<file path="config.mk">
export PLATFORM = sky130hd
export DESIGN_NAME = lcg_seed_search_flat
export DESIGN_NICKNAME = d
export VERILOG_FILES = /design/src/rtl/lcg_pkg.sv /design/src/rtl/lcg_seed_search_if.sv /design/src/rtl/lcg_step.sv /design/src/rtl/lcg_seed_search.sv /design/src/flat_wrapper.sv
export SDC_FILE = /design/constraint.sdc
export NUM_CORES = 2
export LEC_CHECK = 0
export CORE_MARGIN = 2
export CORE_UTILIZATION = 50
export DETAILED_ROUTE_END_ITERATION = 6
export PLACE_DENSITY_LB_ADDON = 0.08
export SYNTH_ARGS = -nofsm -noshare
export SYNTH_HDL_FRONTEND = slang
export SYNTH_SLANG_ARGS = --single-unit
</file>
<file path="constraint.sdc">
create_clock -name CLK -period 11.7 [get_ports CLK]
set_input_delay 2.34 -clock CLK [delete_from_list [all_inputs] [get_ports CLK]]
set_output_delay 2.34 -clock CLK [all_outputs]
set_load 0.01 [all_outputs]
</file>
<file path="src/rtl/lcg_pkg.sv">
// Shared types and helpers for the LCG seed search: FSM state encoding,
// a constant-foldable clog2, and the fixed latency of one LCG step.
package lcg_pkg;

   typedef enum logic [1:0] {
      StIdle,
      StIssue,
      StWait,
      StDone
   } state_e;

   function automatic int unsigned clog2(input int unsigned v);
      int unsigned r;
      r = 0;
      for (int unsigned i = 0; i < 32; i++) begin
         if ((64'd1 << i) < 64'(v)) r = i + 1;
      end
      return r;
   endfunction

   // Cycles from go to valid: one-bit restoring reduction over the 2W+1-bit sum.
   function automatic int unsigned step_latency(input int unsigned w, input bit mod_en);
      return mod_en ? (2 * w + 1) : 1;
   endfunction

endpackage

</file>
<file path="src/rtl/lcg_seed_search_if.sv">
// Host-side control/operand/result bundle for lcg_seed_search.
interface lcg_seed_search_if #(
   parameter int unsigned W     = 32,
   parameter int unsigned N_MAX = 4
) ();
   localparam int unsigned NW = lcg_pkg::clog2(N_MAX + 1);

   logic                 start;
   logic                 abort;
   logic [W-1:0]         modulus;
   logic [W-1:0]         multiplier;
   logic [W-1:0]         increment;
   logic [W-1:0]         seed_lo;
   logic [W-1:0]         seed_hi;
   logic [NW-1:0]        num_expected;
   logic [N_MAX*W-1:0]   expected;
   logic                 busy;
   logic                 done;
   logic                 found;
   logic [W-1:0]         valid_seed;
   logic [W-1:0]         attempts;

   modport master (
      output start, abort, modulus, multiplier, increment, seed_lo, seed_hi,
      output num_expected, expected,
      input  busy, done, found, valid_seed, attempts
   );

   modport slave (
      input  start, abort, modulus, multiplier, increment, seed_lo, seed_hi,
      input  num_expected, expected,
      output busy, done, found, valid_seed, attempts
   );

endinterface

</file>
<file path="src/rtl/lcg_step.sv">
// One LCG step r = (x*a + c) mod m (or mod 2^W) with fixed latency.
// A go while a reduction is in flight restarts it with the new operands.
module lcg_step
   import lcg_pkg::*;
#(
   parameter int unsigned W      = 32,
   parameter bit          MOD_EN = 1'b1
) (
   input  logic         CLK,
   input  logic         RST_N,
   input  logic [W-1:0] x,
   input  logic [W-1:0] a,
   input  logic [W-1:0] c,
   input  logic [W-1:0] m,
   input  logic         go,
   output logic [W-1:0] r,
   output logic         valid
);
   localparam int unsigned PW = 2 * W + 1;
   localparam int unsigned L  = step_latency(W, MOD_EN);

   logic [PW-1:0] w_sum;
   logic [W-1:0]  r_res;
   logic          r_vld;

   assign w_sum = PW'(x) * PW'(a) + PW'(c);
   assign r     = r_res;
   assign valid = r_vld;

   function automatic logic [W-1:0] rstep(input logic [W-1:0] rem, input logic b,
                                         input logic [W-1:0] mod);
      logic [W:0] t;
      t = {rem, b};
      if (t >= {1'b0, mod}) t = t - {1'b0, mod};
      return t[W-1:0];
   endfunction

   if (MOD_EN) begin : g_mod
      localparam int unsigned CW = clog2(L + 1);

      logic [PW-1:0] r_div;
      logic [CW-1:0] r_cnt;

      // The go edge already consumes the MSB, so L edges cover all PW bits.
      always_ff @(posedge CLK or negedge RST_N) begin
         if (!RST_N) begin
            r_res <= '0;
            r_div <= '0;
            r_cnt <= '0;
            r_vld <= 1'b0;
         end else begin
            r_vld <= 1'b0;
            if (go) begin
               r_res <= rstep('0, w_sum[PW-1], m);
               r_div <= w_sum << 1;
               r_cnt <= CW'(L - 1);
            end else if (r_cnt != '0) begin
               r_res <= rstep(r_res, r_div[PW-1], m);
               r_div <= r_div << 1;
               r_cnt <= r_cnt - 1'b1;
               if (r_cnt == CW'(1)) r_vld <= 1'b1;
            end
         end
      end
   end else begin : g_wrap
      logic w_unused;
      assign w_unused = ^{m, w_sum[PW-1:W]};

      always_ff @(posedge CLK or negedge RST_N) begin
         if (!RST_N) begin
            r_res <= '0;
            r_vld <= 1'b0;
         end else begin
            r_vld <= go;
            if (go) r_res <= w_sum[W-1:0];
         end
      end
   end

endmodule

</file>
<file path="src/rtl/lcg_seed_search.sv">
// Scans [seed_lo, seed_hi] for the first seed whose next NUM LCG outputs match
// the expected values; one step at a time, abandoning a seed on first mismatch.
module lcg_seed_search
   import lcg_pkg::*;
#(
   parameter int unsigned W      = 32,
   parameter int unsigned N_MAX  = 4,
   parameter bit          MOD_EN = 1'b1
) (
   input logic               CLK,
   input logic               RST_N,
   lcg_seed_search_if.slave  bus
);
   localparam int unsigned NW = clog2(N_MAX + 1);
   localparam int unsigned KW = (N_MAX > 1) ? clog2(N_MAX) : 1;

   state_e             r_state;
   logic [W-1:0]       r_m, r_a, r_c;
   logic [W-1:0]       r_seed, r_last;
   logic [N_MAX*W-1:0] r_expected;
   logic [KW-1:0]      r_k, r_k_last;
   logic               r_busy, r_done, r_found;
   logic [W-1:0]       r_valid_seed, r_attempts;

   logic [KW-1:0]      w_num_last;
   logic [W-1:0]       w_x, w_r, w_exp;
   logic               w_go, w_valid, w_abort;

   always_comb begin
      w_num_last = '0;
      if (bus.num_expected == '0) w_num_last = '0;
      else if (bus.num_expected > NW'(N_MAX)) w_num_last = KW'(N_MAX - 1);
      else w_num_last = KW'(bus.num_expected - 1'b1);
   end

   assign w_abort = bus.abort && (r_state != StIdle);
   assign w_go    = (r_state == StIssue) && !bus.abort;
   assign w_x     = (r_k == '0) ? r_seed : w_r;
   assign w_exp   = r_expected[r_k*W +: W];

   lcg_step #(
      .W      (W),
      .MOD_EN (MOD_EN)
   ) u_step (
      .CLK   (CLK),
      .RST_N (RST_N),
      .x     (w_x),
      .a     (r_a),
      .c     (r_c),
      .m     (r_m),
      .go    (w_go),
      .r     (w_r),
      .valid (w_valid)
   );

   always_ff @(posedge CLK or negedge RST_N) begin
      if (!RST_N) begin
         r_state      <= StIdle;
         r_m          <= '0;
         r_a          <= '0;
         r_c          <= '0;
         r_seed       <= '0;
         r_last       <= '0;
         r_expected   <= '0;
         r_k          <= '0;
         r_k_last     <= '0;
         r_busy       <= 1'b0;
         r_done       <= 1'b0;
         r_found      <= 1'b0;
         r_valid_seed <= '0;
         r_attempts   <= '0;
      end else if (w_abort) begin
         r_state      <= StIdle;
         r_busy       <= 1'b0;
         r_done       <= 1'b0;
         r_found      <= 1'b0;
         r_valid_seed <= '0;
      end else begin
         case (r_state)
            StIdle: begin
               if (bus.start) begin
                  r_m          <= bus.modulus;
                  r_a          <= bus.multiplier;
                  r_c          <= bus.increment;
                  r_seed       <= bus.seed_lo;
                  // An inverted range degenerates to the single seed seed_lo.
                  r_last       <= (bus.seed_lo > bus.seed_hi) ? bus.seed_lo : bus.seed_hi;
                  r_expected   <= bus.expected;
                  r_k          <= '0;
                  r_k_last     <= w_num_last;
                  r_attempts   <= '0;
                  r_busy       <= 1'b1;
                  r_found      <= 1'b0;
                  r_valid_seed <= '0;
                  r_state      <= StIssue;
               end
            end
            StIssue: r_state <= StWait;
            StWait: begin
               if (w_valid) begin
                  if (w_r == w_exp && r_k == r_k_last) begin
                     r_attempts   <= r_attempts + 1'b1;
                     r_found      <= 1'b1;
                     r_valid_seed <= r_seed;
                     r_busy       <= 1'b0;
                     r_done       <= 1'b1;
                     r_state      <= StDone;
                  end else if (w_r == w_exp) begin
                     r_k     <= r_k + 1'b1;
                     r_state <= StIssue;
                  end else begin
                     r_attempts <= r_attempts + 1'b1;
                     r_k        <= '0;
                     if (r_seed == r_last) begin
                        r_found      <= 1'b0;
                        r_valid_seed <= '0;
                        r_busy       <= 1'b0;
                        r_done       <= 1'b1;
                        r_state      <= StDone;
                     end else begin
                        r_seed  <= r_seed + 1'b1;
                        r_state <= StIssue;
                     end
                  end
               end
            end
            StDone: begin
               r_done  <= 1'b0;
               r_state <= StIdle;
            end
            default: r_state <= StIdle;
         endcase
      end
   end

   assign bus.busy       = r_busy;
   assign bus.done       = r_done;
   assign bus.found      = r_found;
   assign bus.valid_seed = r_valid_seed;
   assign bus.attempts   = r_attempts;

endmodule

</file>
<file path="src/flat_wrapper.sv">
// flat-port wrapper written by rule: the top's interface ports become plain ports
module lcg_seed_search_flat import lcg_pkg::*;
#(
   parameter int unsigned W      = 32,
   parameter int unsigned N_MAX  = 4,
   parameter bit          MOD_EN = 1'b1
)
  (CLK, RST_N, bus_start, bus_abort, bus_modulus, bus_multiplier, bus_increment, bus_seed_lo, bus_seed_hi, bus_num_expected, bus_expected, bus_busy, bus_done, bus_found, bus_valid_seed, bus_attempts);
  lcg_seed_search_if #(.W(W), .N_MAX(N_MAX)) bus_i ();
  input logic CLK;
  input logic RST_N;
  input wire logic [$bits(bus_i.start)-1:0] bus_start;
  input wire logic [$bits(bus_i.abort)-1:0] bus_abort;
  input wire logic [$bits(bus_i.modulus)-1:0] bus_modulus;
  input wire logic [$bits(bus_i.multiplier)-1:0] bus_multiplier;
  input wire logic [$bits(bus_i.increment)-1:0] bus_increment;
  input wire logic [$bits(bus_i.seed_lo)-1:0] bus_seed_lo;
  input wire logic [$bits(bus_i.seed_hi)-1:0] bus_seed_hi;
  input wire logic [$bits(bus_i.num_expected)-1:0] bus_num_expected;
  input wire logic [$bits(bus_i.expected)-1:0] bus_expected;
  output wire logic [$bits(bus_i.busy)-1:0] bus_busy;
  output wire logic [$bits(bus_i.done)-1:0] bus_done;
  output wire logic [$bits(bus_i.found)-1:0] bus_found;
  output wire logic [$bits(bus_i.valid_seed)-1:0] bus_valid_seed;
  output wire logic [$bits(bus_i.attempts)-1:0] bus_attempts;
  assign bus_i.start = bus_start;
  assign bus_i.abort = bus_abort;
  assign bus_i.modulus = bus_modulus;
  assign bus_i.multiplier = bus_multiplier;
  assign bus_i.increment = bus_increment;
  assign bus_i.seed_lo = bus_seed_lo;
  assign bus_i.seed_hi = bus_seed_hi;
  assign bus_i.num_expected = bus_num_expected;
  assign bus_i.expected = bus_expected;
  assign bus_busy = bus_i.busy;
  assign bus_done = bus_i.done;
  assign bus_found = bus_i.found;
  assign bus_valid_seed = bus_i.valid_seed;
  assign bus_attempts = bus_i.attempts;
  lcg_seed_search #(.W(W), .N_MAX(N_MAX), .MOD_EN(MOD_EN)) u_core (.CLK(CLK), .RST_N(RST_N), .bus(bus_i));
endmodule
</file>
==> impl_metrics.csv <==
group,metric,value,unit
critical_path,critical_path.most_common_cell,"fa_1",
sta,rsz0062_at_grt,"no",
sta,drv_slew,0,
global_routing,grt_antenna_before_repair,8,
sta,min_period,10.87,ns
clocking,cts_root_buffer,"clkbuf_16",
floorplan,coreArea,116000,um^2
sta,setup_violations,0,
floorplan,start_util,50.5,%
hold_path,hp-class,"reg2reg",
synthesis,synth_top_area_share,31.7,%
critical_path,critPathMaxFanout,18,
final_layout,fillerInstances,10723,
critical_path,cp.required,12.23,ns
global_routing,gr-total-overflow,0,
routing,antenna_left,0,
clocking,cts_tree,"yes",
critical_path,worstSetupPathType,"reg2reg",
floorplan,die_w,347,um
floorplan,rows,125,
clocking,insertion_delay,0.69,ns
synthesis,synthArstFlopShare,100,%
critical_path,critPathSlowestCell,"fa_1",
synthesis,netlist_area,58700,um^2
synthesis,ys.warnings.count,0,
final_layout,area_delta_synth_final,11.4,%
clocking,clkSlewWorstSetupHoldPaths,0.06,ns
synthesis,synth-edff-count,0,
critical_path,start_kind,"register",
final_layout,stdcell_count,8326,
place,gp_congestion,0.907,
synthesis,synth_area_leaders,"fa_1 (32%), dfrtp_1 (20%), nand2_1 (8.9%), ha_1 (7.3%), inv_1 (7.0%)",
place,io_buffers,361,
clocking,clk_path_buf_depth,3,
global_routing,grtUsageTotal,29.8,%
synthesis,yosysTopAreaCell,"fa_1",
routing,wirelength,174000,um
routing,via_per_inst,5.48,
global_routing,grt_first_pass_wirelength,279000,um
floorplan,chipHeight,347,um
sta,fin_crit_sh,92.9,%
global_routing,grt_pass1_vias,48224,
critical_path,crit_path_end_kind,"register",
clocking,htreeDepth,2,
synthesis,yosysSeqAreaShare,19.8,%
synthesis,synthMostInstantiatedCell,"nand2_1",
sta,tightest_slew,1.14,ns
final_layout,drive_gt1_share,4.32,%
floorplan,boundaryPins,362,
sta,hold_viol,0,
place,dp_cells,8220,
clocking,cts_inserted_buffers,55,
routing,via_count,45652,
run_status,status,"finished, final reports clean",
sta,relSlewSlack,24.3,%
sta,fin_skew,0.0635,ns
final_layout,fin_nets,8320,
clocking,postCtsSetupBuffers,0,
synthesis,synth_common_cells,"nand2_1 (1386), inv_1 (1095), fa_1 (930)",
synthesis,synthCells,6615,
run,maxCapViolations,0,
synthesis,synth-main-ff-cell,"dfrtp_1",
critical_path,critPathArrivalTime,11.40,ns
floorplan,die_area,120000,um^2
clocking,cts_sinks,465,
routing,drc_errors,0,
global_routing,grt_max_degree,152,
critical_path,cpPeakStageDelay,0.55,ns
routing,drt_iter0_drc,3252,
synthesis,syn-num-nets,8182,
sta,tns,0,ns
sta,clock.fmax,92.0,MHz
synthesis,syn_avg_cell_area,8.88,um^2
routing,drtPass1Iterations,6,
synthesis,yosysUniqueCellTypes,78,
synthesis,ys_ff_latch,465,
routing,post_drt_wl_per_cell,20.9,um
place,dp.final_hpwl,136000,um
state kept, by name, indices dropped and copies added (netlist names), 7 cells and up:
name and count:
u_core.r_c 32, u_core.bus.valid_seed 32, u_core.r_a 32, u_core.r_seed 32
u_core.u_step.g_mod.r_div 64, u_core.r_m 32, u_core.bus.attempts 32, u_core.r_expected 128
u_core.r_last 32, u_core.u_step.g_mod.r_cnt 7, u_core.u_step.r 32
metal layers:
layer	share of wire [%]	routed length (um)	vias to the layer above	global-route usage, %
met5	0.017	29	-	0
met1	43	74800	23476	41.0
met2	48	83600	1281	49.4
met3	5.8	9990	249	4.10
met4	3.0	5190	4	8.50
li1	-	-	20642	-
critical path, delay by kind of cell (launching register included):
| family | cells | cell delay (ns) |
|---|---|---|
| mux | 1 | 0.51 |
| fa+ha+maj | 12 | 5.28 |
| flops | 1 | 0.41 |
| xor+xnor | 1 | 0.19 |
| simple gates | 6 | 1.59 |
| buf+inv | 9 | 1.07 |
| compound gates | 9 | 1.69 |
final timing paths:
| kind | start | end | slack (ns) | cells after the start |
|---|---|---|---|---|
| max in group asynchronous | RST_N | u_core.r_expected[36] | 8.08 | 3 |
| setup / recovery | u_core.r_k[0] | u_core.u_step.r[30] | 0.83 | 38 |
| setup reg to reg | u_core.r_k[0] | u_core.u_step.r[30] | 0.83 | 38 |
| hold / removal | u_core.r_expected[100] | u_core.r_expected[100] | 0.47 | 2 |
| min in group asynchronous | RST_N | u_core.bus.attempts[9] | 1.61 | 1 |
| hold reg to reg | u_core.r_expected[100] | u_core.r_expected[100] | 0.47 | 2 |
cell type report:
cell class	count	area, um^2	share of cell area, %
antenna	3	7.51	0.0115
clock buffer	83	1610	2.46
clock inverter	20	243	0.371
inverter	1095	4110	6.28
multi-input combinational	4676	41500	63.5
sequential	465	11600	17.8
tap	1524	1910	2.91
timing repair buffer	460	4390	6.71
layout by cell type (no fill, tap or decap), types with 143 or more instances in the layout:
master / n
nand2_1: 1384
inv_1: 1095
fa_1: 930
and2_1: 535
dfrtp_1: 461
clkdlybuf4s50_1: 360
ha_1: 341
o21ai_0: 243
a21oi_1: 213
nor2_1: 173
xnor2_1: 143
through the flow:
stage               utilization, %  hold WS (ns)  area (um^2)  setup slack (ns)
floorplan                        -         0.437        58700              1.71
global placement              54.6         0.454        63500             0.843
detailed placement            54.6         0.458        63500             0.686
CTS                           56.2         0.473        65400             0.588
global route                  56.2         0.491        65400             0.187
finish                        56.2         0.466        65400             0.831
cells by family after synthesis:
kind of cell,Yosys count,synth area share (%)
and+or+nand+nor,2354,18.4
muxes,114,2.71
DFF,465,19.8
AOI/OAI and AO/OA,766,7.96
buffers and inverters,1474,9.63
xor gates and xnor gates,170,2.54
adders and majority gates,1272,39.0
repair_timing:
item | CTS | global route
endpoints found under the setup margin | 0 | 5
hold buffers | 0 | 0
resized for setup | 0 | 2
Power is not shown: default switching activity piles up to over one toggle a cycle in this logic, so the estimate is an artifact.
